<file path="src/rtl/frame_channel_sequencer.sv">
// frame_channel_sequencer: drives one subframe decoder across every channel of a
// FLAC frame, tagging each decoded sample with its channel and index and
// reporting frame completion or error.
module frame_channel_sequencer #(
  parameter int unsigned WATCHDOG_CYCLES = 4096,
  parameter int unsigned RESET_CYCLES    = 2
) (
  input  logic               iClock,
  input  logic               iReset,
  input  logic               iFrameStart,
  input  logic [15:0]        iBlockSize,
  input  logic [2:0]         iChannelCount,
  input  logic               iReady,
  output logic               oDecReset,
  output logic               oDecEnable,
  output logic [15:0]        oDecBlockSize,
  input  logic               iDecSampleValid,
  input  logic signed [15:0] iDecSample,
  input  logic               iDecFrameDone,
  output logic               oSampleValid,
  output logic signed [15:0] oSample,
  output logic [2:0]         oChannel,
  output logic [15:0]        oSampleIndex,
  output logic               oBusy,
  output logic               oFrameDone,
  output logic               oError,
  output logic [1:0]         oErrorCode
);

  localparam int unsigned WD_W = $clog2(WATCHDOG_CYCLES + 1);
  localparam int unsigned RC_W = (RESET_CYCLES > 1) ? $clog2(RESET_CYCLES) : 1;
  localparam logic [WD_W-1:0] WD_LAST = WD_W'(WATCHDOG_CYCLES - 1);
  localparam logic [RC_W-1:0] RC_LAST = RC_W'(RESET_CYCLES - 1);

  localparam logic [1:0] ERR_SHORT    = 2'd1;
  localparam logic [1:0] ERR_WATCHDOG = 2'd2;
  localparam logic [1:0] ERR_ZERO_BS  = 2'd3;

  typedef enum logic [2:0] {
    IDLE,
    DEC_RESET,
    RUN,
    NEXT_CH,
    DONE,
    ERROR
  } state_t;

  state_t state, state_nxt;

  logic [15:0]     block_size;
  logic [2:0]      ch_last;
  logic [2:0]      channel;
  logic [15:0]     sample_cnt;
  logic [15:0]     cnt_inc;
  logic [WD_W-1:0] wdog_cnt;
  logic [RC_W-1:0] rst_cnt;
  logic            start;
  logic            accept;
  logic            err_set;
  logic [1:0]      err_code_nxt;

  assign oDecBlockSize = block_size;

  // Next-state decode and decoder control outputs.
  always_comb begin
    state_nxt    = state;
    start        = 1'b0;
    accept       = 1'b0;
    err_set      = 1'b0;
    err_code_nxt = '0;
    oDecReset    = 1'b0;
    oDecEnable   = 1'b0;
    oFrameDone   = 1'b0;
    oBusy        = (state != IDLE);
    cnt_inc      = sample_cnt + 16'd1;

    case (state)
      IDLE, ERROR: begin
        oDecReset = 1'b1;
        if (iFrameStart) begin
          start = 1'b1;
          if (iBlockSize == '0) begin
            state_nxt    = ERROR;
            err_set      = 1'b1;
            err_code_nxt = ERR_ZERO_BS;
          end else begin
            state_nxt = DEC_RESET;
          end
        end
      end
      DEC_RESET: begin
        oDecReset = 1'b1;
        if (rst_cnt == RC_LAST) state_nxt = RUN;
      end
      RUN: begin
        oDecEnable = iReady;
        accept     = iReady & iDecSampleValid;
        // The completing sample wins over a same-cycle end-of-subframe flag.
        if (accept && (cnt_inc == block_size)) begin
          state_nxt = NEXT_CH;
        end else if (iDecFrameDone) begin
          state_nxt    = ERROR;
          err_set      = 1'b1;
          err_code_nxt = ERR_SHORT;
        end else if (iReady && !iDecSampleValid && (wdog_cnt == WD_LAST)) begin
          state_nxt    = ERROR;
          err_set      = 1'b1;
          err_code_nxt = ERR_WATCHDOG;
        end
      end
      NEXT_CH: begin
        state_nxt = (channel == ch_last) ? DONE : DEC_RESET;
      end
      DONE: begin
        oFrameDone = 1'b1;
        state_nxt  = IDLE;
      end
      default: state_nxt = IDLE;
    endcase
  end

  // State register.
  always_ff @(posedge iClock) begin
    if (iReset) state <= IDLE;
    else        state <= state_nxt;
  end

  // Frame parameters, counters, sample output stage and error flags.
  always_ff @(posedge iClock) begin
    if (iReset) begin
      block_size   <= '0;
      ch_last      <= '0;
      channel      <= '0;
      sample_cnt   <= '0;
      wdog_cnt     <= '0;
      rst_cnt      <= '0;
      oSampleValid <= 1'b0;
      oSample      <= '0;
      oChannel     <= '0;
      oSampleIndex <= '0;
      oError       <= 1'b0;
      oErrorCode   <= '0;
    end else begin
      oSampleValid <= accept;
      if (accept) begin
        oSample      <= iDecSample;
        oChannel     <= channel;
        oSampleIndex <= sample_cnt;
        sample_cnt   <= cnt_inc;
      end

      if (state == DEC_RESET) begin
        rst_cnt    <= rst_cnt + 1'b1;
        sample_cnt <= '0;
        wdog_cnt   <= '0;
      end else begin
        rst_cnt <= '0;
      end

      if (state == RUN) begin
        if (accept)      wdog_cnt <= '0;
        else if (iReady) wdog_cnt <= wdog_cnt + 1'b1;
      end

      if ((state == NEXT_CH) && (channel != ch_last)) channel <= channel + 1'b1;

      if (start) begin
        block_size <= iBlockSize;
        ch_last    <= iChannelCount;
        channel    <= '0;
        oError     <= 1'b0;
        oErrorCode <= '0;
      end

      // Placed after the start clear so a zero block size still flags.
      if (err_set) begin
        oError     <= 1'b1;
        oErrorCode <= err_code_nxt;
      end
    end
  end

endmodule

</file>
<file path="config.mk">
export PLATFORM = sky130hd
export DESIGN_NAME = frame_channel_sequencer
export DESIGN_NICKNAME = d
export VERILOG_FILES = /design/src/rtl/frame_channel_sequencer.sv
export SDC_FILE = /design/constraint.sdc
export NUM_CORES = 1
export LEC_CHECK = 0
export ABC_AREA = 1
export CORE_ASPECT_RATIO = 0.6
export CORE_UTILIZATION = 45
export DETAILED_ROUTE_END_ITERATION = 16
export GPL_ROUTABILITY_DRIVEN = 0
export PLACE_DENSITY = 0.76
export SYNTH_ARGS = -nofsm -noshare
export SYNTH_HDL_FRONTEND = slang
export SYNTH_SLANG_ARGS = --single-unit
</file>
<file path="constraint.sdc">
create_clock -name iClock -period 5.1 [get_ports iClock]
set_clock_uncertainty 0.2 [all_clocks]
set_input_delay 1.53 -clock iClock [delete_from_list [all_inputs] [get_ports iClock]]
set_output_delay 1.53 -clock iClock [all_outputs]
set_load 0.01 [all_outputs]
</file>
==> impl_metrics.env, run 1 <==
export IMPL_most_common_layout_cells="nand2_1, clkdlybuf4s50_1, nor2_1"
export IMPL_drv_slew=0
export IMPL_grt_max_degree=75
export IMPL_dieArea_mm2=0.0103
export IMPL_synth_edf_count=0
export IMPL_crit_required_ns=3.37
export IMPL_synthesis_nets=677
export IMPL_grt_pass1_wl_um=20100
export IMPL_worst_pin_slew_ns=1.05
export IMPL_yosysUniqueCellTypes=43
export IMPL_end_kind="primary output"
export IMPL_fin_crit_sh_pct=91.5
export IMPL_crit_type="input pin to primary output"
export IMPL_fmax_ghz=0.214
export IMPL_io_pins=100
export IMPL_critPathMaxFanout=6
export IMPL_area_delta_synth_final_pct=32.2
export IMPL_post_place_ws_ns=0.463
export IMPL_cts_max_level=3
export IMPL_netlist_top_cells_area="dfxtp_1, nand2_1, o21ai_0, nor2_1, inv_1"
export IMPL_synth_xor_area_share_pct=1.49
export IMPL_synth_warnings=0
export IMPL_setup_tns_ns=0
export IMPL_synth_simple_area_share_pct=30.0
export IMPL_route_vias_total=4582
export IMPL_ys_ff_latch=94
export IMPL_async_flop_share_pct=0
export IMPL_hp_class="flop to flop"
export IMPL_grt_pass1_vias=4147
export IMPL_final_area_mm2=0.00591
export IMPL_hold_start="wdog_cnt[9]"
export IMPL_cts_made_buffers=9
export IMPL_synth_adder_area_share_pct=0.841
export IMPL_slew_headroom_pct=29.6
export IMPL_ant_nets=0
export IMPL_power_frac_seq_pct=37.8
export IMPL_initial_core_util_pct=47.5
export IMPL_worstRegToRegCells=17
export IMPL_drive_gt1_share_pct=6.45
export IMPL_rsz0062_at_grt="false"
export IMPL_cts_setup_buffers=0
export IMPL_max_cap_violations=0
export IMPL_cts_tree="built"
export IMPL_drc=0
export IMPL_drt_iter0_drc=417
export IMPL_fin_nets=768
export IMPL_seqCellArea_mm2=0.00188
export IMPL_synth_top_family_by_area="simple AND/OR/NAND/NOR gates"
export IMPL_intPower_w=0.00161
export IMPL_fin_ws_ns=0.432
export IMPL_syn_inst=633
export IMPL_grt_overflow_total=0
export IMPL_fillers=817
export IMPL_powerDensity_mw_per_mm2=411
export IMPL_die_h_um=79.2
export IMPL_leakagePower_nw=2.46
export IMPL_status="finished, final reports clean"
export IMPL_final_common_cell="nand2_1"
export IMPL_core_mm2=0.00939
export IMPL_hold_violations=0
export IMPL_reg2reg_slack_ns=2.43
export IMPL_swShare_pct=33.8
export IMPL_clk_pin_slew_ns=0.06
export IMPL_grt_total_usage_pct=25.6
export IMPL_fp_row_count=27
export IMPL_cts_sinks=94
export IMPL_switchingPower_w=0.000821
export IMPL_syn_area_per_cell_um2=7.05
export IMPL_syn_area_mm2=0.00447
export IMPL_wirelength_um=12800
export IMPL_cts_resized=0
export IMPL_synth_area_mux_share_pct=0
export IMPL_dp_hpwl_um=9240
export IMPL_hold_depth=2
export IMPL_min_to="wdog_cnt[9]"
export IMPL_peakVddDrop_uv=225
export IMPL_root_buffer="clkbuf_16"
export IMPL_clock_path_buffers=2
export IMPL_clockPowerShare_pct=30.5
export IMPL_avgRoutedWirePerCell_um=14.9
export IMPL_synth_compound_gate_area_share_pct=17.5
export IMPL_worstPathArrival_ns=2.94
export IMPL_setup_viol=0
export IMPL_synth_top_area_share_pct=42.1
export IMPL_ctsHoldBuffers=0
export IMPL_io_buffers=99
export IMPL_timing_rr_end="state[1]"
export IMPL_yosys_most_used_dff="dfxtp_1"
export IMPL_combPwrFrac_pct=31.8
export IMPL_die_width_um=131
export IMPL_yosysSeqAreaShare_pct=42.1
export IMPL_rr_startpoint="sample_cnt[0]"
export IMPL_viasPerCell=5.33
export IMPL_fin_crit_ns=4.67
export IMPL_drt_first_pass_iters=5
export IMPL_antenna_found_initial=0
export IMPL_worstSetupStartpointType="input pin"
export IMPL_place_area_mm2=0.00557
export IMPL_multi_input_area_mm2=0.00223
export IMPL_yosys_area_top_type="dfxtp_1"
export IMPL_num_antenna_cells=0
export IMPL_clock_latency_ns=0.35
through the flow:
step | util (%) | power [W] | hold slack (ns) | std cells
2_1_floorplan | - | 0.00136 | 0.250 | 633
3_3_place_gp | 59.4 | 0.00167 | 0.243 | 843
3_5_place_dp | 59.4 | 0.00169 | 0.261 | 843
4_1_cts | 62.9 | 0.00243 | 0.283 | 859
5_1_grt | 62.9 | 0.00256 | 0.313 | 859
6_report | 62.9 | 0.00243 | 0.286 | 859
area by class of cell:
| cell class | instances | share of cell area [%] |
|---|---|---|
| multi-input combinational | 445 | 37.8 |
| sequential | 94 | 31.9 |
| timing repair buffer | 105 | 17.5 |
| inverter | 69 | 4.39 |
| clock buffer | 10 | 4.05 |
| tap | 130 | 2.75 |
| clock inverter | 6 | 1.57 |
layer usage:
metal	part of all wire (%)	global-route usage (%)	wire (µm)	vias to the layer above
met1	48	36.2	6130	2083
met5	0	0	0	-
met4	1.7	8.51	218	0
met3	8.8	7.21	1120	20
li1	-	-	-	2289
met2	42	36.9	5300	190
cell usage after synthesis, types with 2 or more instances:
master,instances
buf_1,4
a21oi_1,44
nor2_4,5
dfxtp_1,94
buf_2,3
a211oi_1,4
nand2_2,5
nand3_1,43
clkbuf_1,18
a32oi_1,3
xnor2_1,3
inv_2,2
nand4_1,14
or2_2,3
nand3b_1,3
nor4_1,4
o211ai_1,5
nor3_1,8
xor2_1,2
ha_1,3
o21ai_0,73
nor2_1,96
nor2_2,3
nand2_1,102
inv_1,67
o21ai_1,3
a31oi_1,3
power groups by stage:
stage,logic [W],clock network (W),registers [W]
2_1_floorplan,0.000421,0,0.000941
3_3_place_gp,0.000744,0,0.000925
3_5_place_dp,0.000763,0,0.000929
4_1_cts,0.000767,0.000752,0.000915
5_1_grt,0.000855,0.000779,0.000928
6_report,0.000772,0.000740,0.000918
cell families (layout without fill, tap and decap cells):
logic type | Yosys count | after routing
xor gates and xnor gates | 6 | 6
and+or+nand+nor | 293 | 293
DFF | 94 | 94
buffers and inverters | 94 | 190
adders and majority gates | 3 | 3
AOI/OAI and AO/OA | 143 | 143
registers in the layout (all words and copies together) (netlist names):
name / cells
wdog_cnt: 13
oSampleIndex: 16
rst_cnt: 1
oError: 1
oSample: 16
state: 3
sample_cnt: 16
oChannel: 3
oErrorCode: 2
oDecBlockSize: 16
ch_last: 3
oSampleValid: 1
channel: 3
worst max-delay path by stage:
| stage | slack, ns | start | depth (start not counted) | to |
|---|---|---|---|---|
| detailed placement | 0.46 | iReady | 4 | oDecEnable |
| global route | 0.40 | iReady | 4 | oDecEnable |
| CTS | 0.45 | iReady | 4 | oDecEnable |
| floorplan | 1.33 | iReady | 3 | oDecEnable |
| finish | 0.43 | iReady | 4 | oDecEnable |
| global placement | 0.49 | iReady | 4 | oDecEnable |
worst max-delay path: stages:
cell and delay [ns]:
clkdlybuf4s50_1 0.54, nand2_1 0.10, inv_1 0.20, clkdlybuf4s50_1 0.57
Note: power is estimated with default switching activity, not from simulation.
==> run 2: changes to the inputs <==
ABC_AREA = unset   (was 1)
PLACE_DENSITY = 0.75   (was 0.76)
==> run 2 against run 1 <==
Effect of this change:
- non-clock buffer count grew 1
- count of clock-buffer cells in the layout grew 2
- first-iteration DRC count shrank 2.9%
- final cell count shrank 8.1%
- core utilization shrank 1.6 points
==> impl_metrics.env, run 2 <==
export IMPL_synthesis_nets=620
export IMPL_powerDensity_mw_per_mm2=328
export IMPL_drt_first_pass_iters=7
export IMPL_clock_latency_ns=0.34
export IMPL_fillers=855
export IMPL_grt_total_usage_pct=23.9
export IMPL_slew_headroom_pct=44.5
export IMPL_antenna_found_initial=0
export IMPL_crit_required_ns=3.37
export IMPL_synth_edf_count=0
export IMPL_leakagePower_nw=1.97
export IMPL_grt_pass1_wl_um=19700
export IMPL_synth_simple_area_share_pct=28.4
export IMPL_cts_sinks=94
export IMPL_yosysUniqueCellTypes=57
export IMPL_hp_class="flop to flop"
export IMPL_cts_max_level=3
export IMPL_drv_slew=0
export IMPL_async_flop_share_pct=0
export IMPL_final_core_util_pct=61.2
export IMPL_path_common_cell="clkdlybuf4s50_1"
export IMPL_fp_row_count=27
export IMPL_io_buffers=99
export IMPL_syn_area_mm2=0.00451
export IMPL_final_common_cell="nand2_1"
export IMPL_num_antenna_cells=0
export IMPL_grt_pass1_vias=4110
export IMPL_synth_top_family_by_area="simple AND/OR/NAND/NOR gates"
export IMPL_ys_ff_latch=94
export IMPL_most_common_layout_cells="nand2_1, clkdlybuf4s50_1, dfxtp_1"
export IMPL_grt_max_degree=53
export IMPL_fin_crit_sh_pct=88.6
export IMPL_dp_hpwl_um=8730
export IMPL_synth_xor_area_share_pct=7.77
export IMPL_clk_pin_slew_ns=0.06
export IMPL_cts_setup_buffers=0
export IMPL_end_kind="primary output"
export IMPL_synth_top_area_share_pct=41.8
export IMPL_worst_pin_slew_ns=0.832
export IMPL_status="finished, final reports clean"
export IMPL_drive_gt1_share_pct=6.37
export IMPL_cts_tree="built"
export IMPL_synth_adder_area_share_pct=0.833
export IMPL_fin_crit_ns=4.52
export IMPL_fmax_ghz=0.221
export IMPL_dieArea_mm2=0.0104
export IMPL_grt_overflow_total=0
export IMPL_wirelength_um=12100
export IMPL_synth_warnings=0
export IMPL_setup_viol=0
export IMPL_crit_chain="clkdlybuf4s50_1 -> nand2_1 -> inv_2 -> clkdlybuf4s50_1"
export IMPL_cp_num_buf_inv=3
export IMPL_clock_path_buffers=2
export IMPL_critPathMaxFanout=5
export IMPL_route_vias_total=4320
export IMPL_synth_compound_gate_area_share_pct=15.9
export IMPL_yosysSeqAreaShare_pct=41.8
export IMPL_cts_resized=0
export IMPL_peakVddDrop_uv=188
export IMPL_fin_nets=700
export IMPL_syn_area_per_cell_um2=7.82
export IMPL_synthTopCellsByCount="nand2_1, dfxtp_1, a21oi_1"
export IMPL_yosys_most_used_dff="dfxtp_1"
export IMPL_cp_top_family="buffers and inverters"
export IMPL_max_cap_violations=0
export IMPL_die_width_um=131
export IMPL_crit_type="input pin to primary output"
export IMPL_worst_path_max_delay_cell="clkdlybuf4s50_1"
export IMPL_die_h_um=79.5
export IMPL_netlist_top_cells_area="dfxtp_1, nand2_1, a21oi_1, xnor2_1, nor2_1"
export IMPL_worstSetupStartpointType="input pin"
export IMPL_synth_area_mux_share_pct=0.444
export IMPL_avgRoutedWirePerCell_um=15.3
export IMPL_drt_iter0_drc=405
export IMPL_max_stage_delay_ns=0.54
export IMPL_ant_nets=0
export IMPL_core_mm2=0.00946
export IMPL_rsz0062_at_grt="false"
export IMPL_area_delta_synth_final_pct=28.5
export IMPL_worstPathArrival_ns=2.79
export IMPL_cts_made_buffers=9
export IMPL_io_pins=100
export IMPL_yosys_area_top_type="dfxtp_1"
export IMPL_ctsHoldBuffers=0
export IMPL_hold_violations=0
export IMPL_initial_core_util_pct=47.6
export IMPL_viasPerCell=5.48
export IMPL_post_synth_top_count_cell="nand2_1"
export IMPL_drc=0
export IMPL_setup_tns_ns=0
export IMPL_syn_inst=576
export IMPL_root_buffer="clkbuf_16"
-- run 2: cell count changes after synthesis, sizes merged, moves of 31 or more --
cell and delta:
o21ai -63, inv -57, a21oi +31, nand2 +34, nand3 -31, nor2 -62
-- run 2: area by class of cell --
cell class | instances | area (µm²) | share of cell area [%]
multi-input cells | 433 | 2410 | 41.6
flip-flops and latches | 94 | 1880 | 32.5
repair buffers | 106 | 1040 | 17.9
clock buffers | 12 | 246 | 4.25
well taps | 130 | 163 | 2.81
inverters | 12 | 45.0 | 0.778
clock inverters | 2 | 10.0 | 0.173
-- run 2: kinds of logic (layout without fill, tap and decap cells) --
logic type / after synthesis / in the layout
adders and majority gates: 3 / 3
AOI/OAI and AO/OA: 121 / 121
muxes: 2 / 2
buffers and inverters: 49 / 132
and+or+nand+nor: 267 / 267
DFF: 94 / 94
xor gates and xnor gates: 40 / 40
-- run 2: through the flow --
stage | instance area (µm²) | power, W | hold slack, ns | setup slack, ns | instances
5_1_grt | 5790 | 0.00199 | 0.271 | 0.521 | 789
3_5_place_dp | 5540 | 0.00130 | 0.246 | 0.587 | 775
3_3_place_gp | 5540 | 0.00129 | 0.241 | 0.621 | 775
4_1_cts | 5790 | 0.00190 | 0.254 | 0.583 | 789
2_1_floorplan | 4510 | 0.00111 | 0.225 | 1.62 | 576
6_report | 5790 | 0.00190 | 0.253 | 0.580 | 789
-- run 2: path summary, 6_finish.rpt --
path	startpoint	endpoint	slack, ns	cells after the start
worst max-delay path	iReady	oDecEnable	0.58	4
worst min-delay path	oSample[6]	oSample[6]	0.25	2
worst max register to register	sample_cnt[0]	oErrorCode[1]	2.34	8
worst min register to register	oSample[6]	oSample[6]	0.25	2
-- run 2: metal layers --
layer	GRT usage (%)	wire length, µm
met2	39.9	5720
met5	0	0
met1	29.6	5550
met3	6.41	686
met4	9.06	145
-- run 2: power breakdown --
part	internal (W)	leakage, nW	switching [W]
Clock	0.000337	0.128	0.000268
Sequential	0.000777	0.761	0.0000610
Combinational	0.000197	1.08	0.000258
Total	0.00131	1.97	0.000587
-- run 2: tightest hold or removal path, stage by stage, from the launching register on --
cell,delay (ns)
dfxtp_1,0.31
nand2_1,0.05
a21oi_1,0.05
==> run 3: changes to the inputs <==
CORE_UTILIZATION = 55   (was 45)
PLACE_DENSITY = 0.89   (was 0.75)
==> run 3 against run 2 <==
Effect of this change:
- design area decreased by 0.37%
- largest cell class unchanged
- maximum frequency increased by 0.14%
- non-clock buffer count unchanged
- flip-flop and latch count unchanged
- combinational power about the same
==> impl_metrics.env, run 3 (synthesis results as in run 2) <==
export IMPL_worstSetupStartpointType="input pin"
export IMPL_drt_first_pass_iters=5
export IMPL_rsz0062_at_grt="false"
export IMPL_cts_sinks=94
export IMPL_combPwrFrac_pct=23.9
export IMPL_num_antenna_cells=0
export IMPL_hp_class="flop to flop"
export IMPL_die_h_um=72.1
export IMPL_p_total_w=0.00190
export IMPL_cts_max_level=3
export IMPL_crit_required_ns=3.37
export IMPL_io_pins=100
export IMPL_leakagePower_nw=1.97
export IMPL_reg2reg_slack_ns=2.33
export IMPL_fin_crit_ns=4.51
export IMPL_route_vias_total=4413
export IMPL_clk_pin_slew_ns=0.06
export IMPL_drt_iter0_drc=350
export IMPL_clock_latency_ns=0.35
export IMPL_root_buffer="clkbuf_16"
export IMPL_timing_rr_end="oErrorCode[1]"
export IMPL_worst_path_max_delay_cell="clkdlybuf4s50_1"
export IMPL_dp_cells=753
export IMPL_slew_headroom_pct=34.1
export IMPL_crit_start="iReady"
export IMPL_io_buffers=99
export IMPL_setup_tns_ns=0
export IMPL_cp_top_family="buffers and inverters"
export IMPL_drv_slew=0
export IMPL_max_cap_violations=0
export IMPL_core_mm2=0.00791
export IMPL_fin_nets=700
export IMPL_clockPowerShare_pct=32.0
export IMPL_swShare_pct=30.8
export IMPL_ant_nets=0
export IMPL_cts_tree="built"
export IMPL_post_place_ws_ns=0.572
export IMPL_area_delta_synth_final_pct=28.1
export IMPL_grt_pass1_wl_um=20100
export IMPL_end_kind="primary output"
export IMPL_min_to="wdog_cnt[11]"
export IMPL_powerDensity_mw_per_mm2=329
export IMPL_drc=0
export IMPL_intPower_w=0.00132
export IMPL_critPathMaxFanout=5
export IMPL_worstRegToRegCells=8
export IMPL_drive_gt1_share_pct=6.20
export IMPL_fin_ws_ns=0.587
export IMPL_crit_type="input pin to primary output"
export IMPL_initial_core_util_pct=56.9
export IMPL_grt_pass1_vias=4214
export IMPL_grt_total_usage_pct=29.5
export IMPL_power_frac_seq_pct=44.2
export IMPL_worstPathArrival_ns=2.78
export IMPL_grt_overflow_total=0
export IMPL_viasPerCell=5.74
export IMPL_wirelength_um=12100
export IMPL_setup_viol=0
export IMPL_fin_crit_sh_pct=88.5
export IMPL_antenna_found_initial=0
export IMPL_dp_hpwl_um=8480
export IMPL_grt_max_degree=46
export IMPL_ctsHoldBuffers=0
export IMPL_fmax_ghz=0.222
export IMPL_status="finished, final reports clean"
export IMPL_path_common_cell="clkdlybuf4s50_1"
export IMPL_final_common_cell="nand2_1"
export IMPL_max_stage_delay_ns=0.53
export IMPL_crit_chain="clkdlybuf4s50_1 -> nand2_1 -> inv_2 -> clkdlybuf4s50_1"
export IMPL_cts_resized=0
export IMPL_worst_pin_slew_ns=0.981
export IMPL_fillers=585
export IMPL_fin_hold_ws_ns=0.250
export IMPL_switchingPower_w=0.000585
export IMPL_most_common_layout_cells="nand2_1, clkdlybuf4s50_1, dfxtp_1"
export IMPL_clock_path_buffers=2
export IMPL_hold_violations=0
export IMPL_cts_made_buffers=9
export IMPL_die_width_um=119
export IMPL_dieArea_mm2=0.00857
export IMPL_fp_row_count=25
export IMPL_cp_num_buf_inv=3
export IMPL_finalNonFillerCells=769
export IMPL_cts_setup_buffers=0
export IMPL_hold_depth=2
export IMPL_hold_start="wdog_cnt[11]"
export IMPL_peakVddDrop_uv=322
export IMPL_rr_startpoint="sample_cnt[0]"
export IMPL_avgRoutedWirePerCell_um=15.8
## run 3: changes by cell type in the layout (fill, tap and decap cells not counted), sizes merged
cell,before,now
clkbuf,12,15
clkinv,2,1
## run 3: power groups by stage
| stage | combinational (W) | sequential, W | clock (W) |
|---|---|---|---|
| after floorplan | 0.000267 | 0.000839 | 0 |
| after global placement | 0.000431 | 0.000848 | 0 |
| after detailed placement | 0.000442 | 0.000853 | 0 |
| after CTS | 0.000449 | 0.000837 | 0.000614 |
| after global routing | 0.000494 | 0.000844 | 0.000650 |
| final | 0.000453 | 0.000839 | 0.000607 |
## run 3: final cells by class
class	instances	area [µm²]	share of cell area, %
Tap cell	108	135	2.34
Clock buffer	15	258	4.47
Clock inverter	1	5.00	0.0867
Timing Repair Buffer	106	1040	18.0
Inverter	12	45.0	0.780
Multi-Input combinational cell	433	2410	41.7
Sequential cell	94	1880	32.6
## run 3: worst max path at each step
stage                 endpoint  slack (ns)  cells past startpoint
global placement    oDecEnable        0.63                      4
CTS                 oDecEnable        0.59                      4
finish              oDecEnable        0.59                      4
floorplan           oDecEnable        1.62                      2
detailed placement  oDecEnable        0.57                      4
global route        oDecEnable        0.55                      4
## run 3: stage by stage
step | instance area (µm²) | util [%]
after global placement | 5510 | 69.6
final | 5770 | 72.9
after global routing | 5770 | 72.9
after floorplan | 4510 | -
after detailed placement | 5510 | 69.6
after CTS | 5770 | 72.9
## run 3: tightest hold or removal path, stage by stage (launching register included)
cell     delay (ns)
dfxtp_1        0.30
nand2_1        0.05
a21oi_1        0.05
## run 3: layer usage
layer  vias up  track usage [%]  wire [µm]
met2       200             49.1       5800
met1      2063             37.0       5170
met5         -                0          0
met4         0             10.8        178
met3        20             8.49        958
li1       2130                -          -
